`config.mk`:
```
export PLATFORM = sky130hd
export DESIGN_NAME = time_keeper
export DESIGN_NICKNAME = d
export VERILOG_FILES = /design/src/rtl/time_keeper_pkg.sv /design/src/rtl/bcd_mod_counter.sv /design/src/rtl/time_keeper.sv
export SDC_FILE = /design/constraint.sdc
export NUM_CORES = 1
export LEC_CHECK = 0
export CORE_ASPECT_RATIO = 0.8
export CORE_MARGIN = 2
export CORE_UTILIZATION = 50
export DETAILED_ROUTE_END_ITERATION = 8
export DONT_BUFFER_PORTS = 1
export GPL_ROUTABILITY_DRIVEN = 0
export PLACE_DENSITY = 0.69
export SLEW_MARGIN = 20
export SYNTH_ARGS = -nofsm -noshare
export SYNTH_HDL_FRONTEND = slang
export SYNTH_SLANG_ARGS = --single-unit
```
`constraint.sdc`:
```
create_clock -name Clk -period 5.5 [get_ports Clk]
set_input_delay 1.1 -clock Clk [delete_from_list [all_inputs] [get_ports Clk]]
set_output_delay 1.1 -clock Clk [all_outputs]
set_load 0.03 [all_outputs]
```
`src/rtl/time_keeper_pkg.sv`:
```
// Shared constants for the time keeper: field-select codes, reset time,
// week length and a small integer-to-BCD helper.
package time_keeper_pkg;

  typedef enum logic [1:0] {
    SEL_MIN  = 2'd0,
    SEL_HR   = 2'd1,
    SEL_DAY  = 2'd2,
    SEL_NONE = 2'd3
  } sel_e;

  localparam int RST_HOUR      = 12;
  localparam int RST_MIN       = 0;
  localparam int RST_DAY       = 0;
  localparam int DAYS_PER_WEEK = 7;

  function automatic logic [7:0] to_bcd(input int n);
    to_bcd = {4'(n / 10), 4'(n % 10)};
  endfunction

endpackage

```
`src/rtl/bcd_mod_counter.sv`:
```
// Two-digit BCD counter running MINIMUM..MINIMUM+MODULUS-1.
// Ports: clk, rst (async high), en; val (current), nxt (next), wrap (en at max).
module bcd_mod_counter
  import time_keeper_pkg::*;
#(
  parameter int MODULUS = 60,
  parameter int MINIMUM = 0,
  parameter int RST_VAL = 0
) (
  input  logic       clk,
  input  logic       rst,
  input  logic       en,
  output logic [7:0] val,
  output logic [7:0] nxt,
  output logic       wrap
);

  localparam logic [7:0] MAX_BCD = to_bcd(MINIMUM + MODULUS - 1);
  localparam logic [7:0] MIN_BCD = to_bcd(MINIMUM);
  localparam logic [7:0] RST_BCD = to_bcd(RST_VAL);

  logic [7:0] val_q;
  logic [7:0] val_d;

  always_comb begin
    val_d = val_q;
    wrap  = en && (val_q == MAX_BCD);
    if (en) begin
      if (wrap)
        val_d = MIN_BCD;
      else if (val_q[3:0] == 4'd9)
        val_d = {val_q[7:4] + 4'd1, 4'd0};
      else
        val_d = {val_q[7:4], val_q[3:0] + 4'd1};
    end
  end

  always_ff @(posedge clk or posedge rst) begin
    if (rst) val_q <= RST_BCD;
    else     val_q <= val_d;
  end

  assign val = val_q;
  assign nxt = val_d;

endmodule

```
`src/rtl/time_keeper.sv`:
```
// 12-hour clock with day of week, settable alarm and minute/alarm pulses.
// Ports: Clk, Clr, Tick, SetTime, SetAlarm, Sel, Inc, AlarmEn in;
// hr1/hr0/min1/min0/day/pm display and MinPulse/AlarmHit pulses out.
module time_keeper
  import time_keeper_pkg::*;
#(
  parameter int TICKS_PER_MIN = 60
) (
  input  logic       Clk,
  input  logic       Clr,
  input  logic       Tick,
  input  logic       SetTime,
  input  logic       SetAlarm,
  input  logic [1:0] Sel,
  input  logic       Inc,
  input  logic       AlarmEn,
  output logic       hr1,
  output logic [3:0] hr0,
  output logic [2:0] min1,
  output logic [3:0] min0,
  output logic [2:0] day,
  output logic       pm,
  output logic       MinPulse,
  output logic       AlarmHit
);

  localparam logic [5:0] SEC_MAX = 6'(TICKS_PER_MIN - 1);
  localparam logic [7:0] HR_11   = to_bcd(11);
  localparam logic [2:0] DAY_MAX = 3'(DAYS_PER_WEEK - 1);

  logic [5:0] sec_q, sec_d;
  logic       t_pm_q, t_pm_d;
  logic       a_pm_q, a_pm_d;
  logic [2:0] day_q, day_d;
  logic       min_pulse_q, min_pulse_d;
  logic       alarm_hit_q, alarm_hit_d;

  logic       set_alarm;
  logic       sec_wrap;
  logic       t_min_en, t_hr_en, a_min_en, a_hr_en, day_en;
  logic [7:0] t_min, t_min_nxt, t_hr, t_hr_nxt;
  logic [7:0] a_min, a_min_nxt, a_hr, a_hr_nxt;
  logic       t_min_wrap, t_hr_wrap, a_min_wrap, a_hr_wrap;

  assign set_alarm = SetAlarm & ~SetTime;
  assign sec_wrap  = ~SetTime & Tick & (sec_q == SEC_MAX);

  // Manual edits wrap within their field; only Tick carries ripple.
  assign t_min_en = sec_wrap
                  | (SetTime & Inc & (Sel == SEL_MIN));
  assign t_hr_en  = (sec_wrap & t_min_wrap)
                  | (SetTime & Inc & (Sel == SEL_HR));
  assign day_en   = (sec_wrap & t_min_wrap & (t_hr == HR_11) & t_pm_q)
                  | (SetTime & Inc & (Sel == SEL_DAY));
  assign a_min_en = set_alarm & Inc & (Sel == SEL_MIN);
  assign a_hr_en  = set_alarm & Inc & (Sel == SEL_HR);

  bcd_mod_counter #(.MODULUS(60), .MINIMUM(0), .RST_VAL(RST_MIN)) u_t_min (
    .clk(Clk), .rst(Clr), .en(t_min_en),
    .val(t_min), .nxt(t_min_nxt), .wrap(t_min_wrap)
  );

  bcd_mod_counter #(.MODULUS(12), .MINIMUM(1), .RST_VAL(RST_HOUR)) u_t_hr (
    .clk(Clk), .rst(Clr), .en(t_hr_en),
    .val(t_hr), .nxt(t_hr_nxt), .wrap(t_hr_wrap)
  );

  bcd_mod_counter #(.MODULUS(60), .MINIMUM(0), .RST_VAL(RST_MIN)) u_a_min (
    .clk(Clk), .rst(Clr), .en(a_min_en),
    .val(a_min), .nxt(a_min_nxt), .wrap(a_min_wrap)
  );

  bcd_mod_counter #(.MODULUS(12), .MINIMUM(1), .RST_VAL(RST_HOUR)) u_a_hr (
    .clk(Clk), .rst(Clr), .en(a_hr_en),
    .val(a_hr), .nxt(a_hr_nxt), .wrap(a_hr_wrap)
  );

  always_comb begin
    sec_d = sec_q;
    if (SetTime)
      sec_d = '0;
    else if (Tick)
      sec_d = sec_wrap ? '0 : sec_q + 6'd1;

    t_pm_d = t_pm_q ^ (t_hr_en & (t_hr == HR_11));
    a_pm_d = a_pm_q ^ (a_hr_en & (a_hr == HR_11));

    day_d = day_q;
    if (day_en)
      day_d = (day_q == DAY_MAX) ? '0 : day_q + 3'd1;

    min_pulse_d = sec_wrap;
    // Compare post-edge time against post-edge alarm.
    alarm_hit_d = sec_wrap & AlarmEn
                & (t_min_nxt == a_min_nxt)
                & (t_hr_nxt == a_hr_nxt)
                & (t_pm_d == a_pm_d);
  end

  always_ff @(posedge Clk or posedge Clr) begin
    if (Clr) begin
      sec_q       <= '0;
      t_pm_q      <= 1'b0;
      a_pm_q      <= 1'b0;
      day_q       <= 3'(RST_DAY);
      min_pulse_q <= 1'b0;
      alarm_hit_q <= 1'b0;
    end else begin
      sec_q       <= sec_d;
      t_pm_q      <= t_pm_d;
      a_pm_q      <= a_pm_d;
      day_q       <= day_d;
      min_pulse_q <= min_pulse_d;
      alarm_hit_q <= alarm_hit_d;
    end
  end

  always_comb begin
    if (set_alarm) begin
      hr1  = a_hr[4];
      hr0  = a_hr[3:0];
      min1 = a_min[6:4];
      min0 = a_min[3:0];
      pm   = a_pm_q;
    end else begin
      hr1  = t_hr[4];
      hr0  = t_hr[3:0];
      min1 = t_min[6:4];
      min0 = t_min[3:0];
      pm   = t_pm_q;
    end
  end

  assign day      = day_q;
  assign MinPulse = min_pulse_q;
  assign AlarmHit = alarm_hit_q;

  logic unused_bits;
  assign unused_bits = &{1'b0, t_hr_wrap, a_min_wrap, a_hr_wrap,
                         t_hr[7:5], a_hr[7:5], t_min[7], a_min[7]};

endmodule

```
==> flow_summary.yaml <==
run_status:
  status: "finished clean"
floorplan:
  rows: 24
  start_util: 0.526
  die_area_sq_um: 6440
  die_w_um: 89.2
  die_h_um: 72.2
  design.portCount: 27
  core_sq_um: 5530
clock_network:
  cts.sinks: 45
  cts-htree-levels: 2
  numCtsBuffers: 5
  cts_root_buf: "clkbuf_8"
  insertion_delay_ps: 310
  ctsResizeCount: 0
  postCtsHoldBufs: 0
  clkTransAtPathRegs_ps: 80
  clk_path_buf_depth: 2
  post_cts_buffers: 0
  cts_tree: "done"
critical_path:
  r2r_cells: 8
  critical_path_arrival_ps: 2420
  required_ps: 4400
  cp_cell_sequence: "nor2b_1 -> buf_4 -> mux2_2"
  cp_num_cells: 3
  crit_path_end_kind: "output pin"
  crit_start: "SetAlarm"
  crit_path_start_kind: "primary input"
  crit_family: "simple AND/OR/NAND/NOR gates"
  crit_type: "primary input to output pin"
  cp_max_fo: 9
  r2r-start: "sec_q[0]"
  slowest_stage: "nor2b_1"
  crit_buf_inv: 1
  slowest_delay_ps: 590
power:
  p_leak_uw: 0.00133
  peakVddDrop_uv: 188
  power_frac_seq: 0.457
  power.internal_uw: 702
  p_clk_frac: 0.181
  swShare: 0.415
  power_frac_comb: 0.362
  p_per_area_nw_per_um2: 397
  power_switching_uw: 497
routing:
  ant_nets: 0
  vias: 2079
  post-route-drc-count: 0
  drt-total-wl_um: 5970
  vias_per_cell: 5.76
  first_pass_iters: 4
  drt_iter0_drc: 70
  wire_per_inst_um: 16.5
hold_path:
  hold_path.class: "flip-flop to flip-flop"
  min_path_cells: 1
  hold_start: "a_pm_q"
yosys:
  synth_nets: 307
  seq_area_frac_synth: 0.389
  synthCells: 285
  synth_area_sq_um: 2900
  syn_area_per_cell_sq_um: 10.2
  ys_types: 63
  ys.flop_type: "dfrtp_1"
  async_flop_share: 1.00
  yosysWarnings: 0
  ys_ff_latch: 45
  synth_edf_count: 0
cells_and_area:
  antenna_cells: 0
  n_fill_cell: 521
  final_common_cell: "dfrtp_1"
  fin_nets: 304
  drive_gt1_frac: 0.180
  multi_input_area_sq_um: 1640
  fin_cells: 361
  area_growth_pct: 4.05
  layout_common_cells: "41 x dfrtp_1, 19 x o21ai_0, 19 x nand2_1, 19 x nor2_1"
  regArea_sq_um: 1130
global_route:
  grt_pass1_wl_um: 9600
  grt-busiest-layer: "met1"
  met3_usage: 0.0410
  antenna_found_initial: 0
  met1_usage: 0.307
  grt-ovfl-total: 0
  grtUsageMet2: 0.269
  grt_util_all_layers: 0.196
  grt_pass1_vias: 1863
  grt_max_degree: 46
sta:
  fin_tns_setup_ps: 0
  slew_viol_final: 0
  timing_hold_violations_final: 0
  worst_slew_pin_slew_ps: 962
  fmax_mhz: 284
  maxSlewHeadroom: 0.358
  rsz0062_at_grt: "false"
  skew_ps: 10.1
  min_period_ps: 3520
  setup_viol: 0
  post-route-period-util: 0.641
placed_design:
  dp.cells: 353
  hpwlAfterDp_um: 4400
  io_buffers: 0
job:
  cap_violations: 0
==> path summary, 6_finish.rpt <==
| path | to | slack [ps] |
|---|---|---|
| worst max register to register | AlarmHit | 2970 |
| worst min register to register | a_pm_q | 510 |
| worst max-delay path | min0[2] | 1980 |
| max in group asynchronous | u_t_hr.val[2] | 4010 |
| worst min-delay path | a_pm_q | 510 |
| min in group asynchronous | day[1] | 890 |
==> stage by stage <==
| stage | power (uW) | worst slack [ps] | hold WS [ps] | instance area, sq um | utilization |
|---|---|---|---|---|---|
| after floorplan | 905 | 2040 | 452 | 2900 | - |
| after global placement | 975 | 1990 | 485 | 2930 | 0.531 |
| after detailed placement | 986 | 1970 | 502 | 2930 | 0.531 |
| after CTS | 1200 | 1970 | 516 | 3020 | 0.547 |
| after global routing | 1280 | 1930 | 542 | 3020 | 0.547 |
| final | 1200 | 1980 | 507 | 3020 | 0.547 |
==> cell usage after synthesis (2+ instances only) <==
library cell	number	area, sq um
and2_1	2	12.5
and3b_2	2	20.0
nor2_1	19	71.3
and3b_1	3	26.3
ha_1	13	163
clkbuf_1	3	11.3
nand2_1	19	71.3
nand3_1	10	50.1
mux2_2	16	180
buf_2	2	10.0
o21ai_0	19	95.1
nor2b_1	6	37.5
dfstp_2	4	105
dfrtp_1	41	1030
xor2_1	16	140
nand4_1	4	25.0
xnor2_1	10	87.6
a311oi_1	2	17.5
nor4_1	7	43.8
o31ai_1	5	37.5
and3_1	3	18.8
nand2b_1	3	18.8
inv_1	14	52.6
mux2i_1	2	20.0
a21oi_1	8	40.0
nand3b_1	2	15.0
nand3_2	2	20.0
mux2_4	4	60.1
and4b_1	2	20.0
nor3_1	2	10.0
a31oi_1	4	25.0
buf_6	3	33.8
buf_4	3	22.5
==> registers in the layout (all words and copies together) (netlist names) <==
signal and count:
u_t_min.val 8, MinPulse 1, a_pm_q 1, u_a_min.val 8, AlarmHit 1, u_a_hr.val 8
t_pm_q 1, sec_q 6, u_t_hr.val 8, day 3
==> cells by family after synthesis <==
group | count (synthesis) | synth area share
xor gates and xnor gates | 27 | 0.0840
buffers and inverters | 26 | 0.0461
DFF | 45 | 0.389
and+or+nand+nor | 97 | 0.203
muxes | 22 | 0.0896
adders and majority gates | 13 | 0.0560
AOI/OAI and AO/OA | 55 | 0.132
==> per-layer routing <==
layer  vias to the layer above  share of wire
li1                       1013              -
met1                      1018           0.51
met2                        40           0.43
met3                         8          0.047
met4                         0          0.013
met5                         -              0
==> cell type report <==
cell class / instances / share of cell area
Timing Repair Buffer: 1 / 0.00248
Tap cell: 78 / 0.0323
Inverter: 15 / 0.0186
Clock buffer: 8 / 0.0298
Multi-Input combinational cell: 214 / 0.542
Sequential cell: 45 / 0.374
==> power by group through the flow <==
stage	Combinational, uW	Sequential (uW)	Clock (uW)
final	433	548	217
after global routing	482	564	230
after CTS	436	547	221
after detailed placement	434	552	0
after global placement	426	549	0
after floorplan	392	513	0
==> worst reg2reg max path, cell delays in order (launching register included) <==
cell and delay [ps]:
dfrtp_1 420, ha_1 250, and3b_2 270, a21oi_4 320
mux2_4 360, xor2_1 140, nand4b_1 200, nor4b_1 310
and4_1 220
Power figures use the tool's default switching activity.
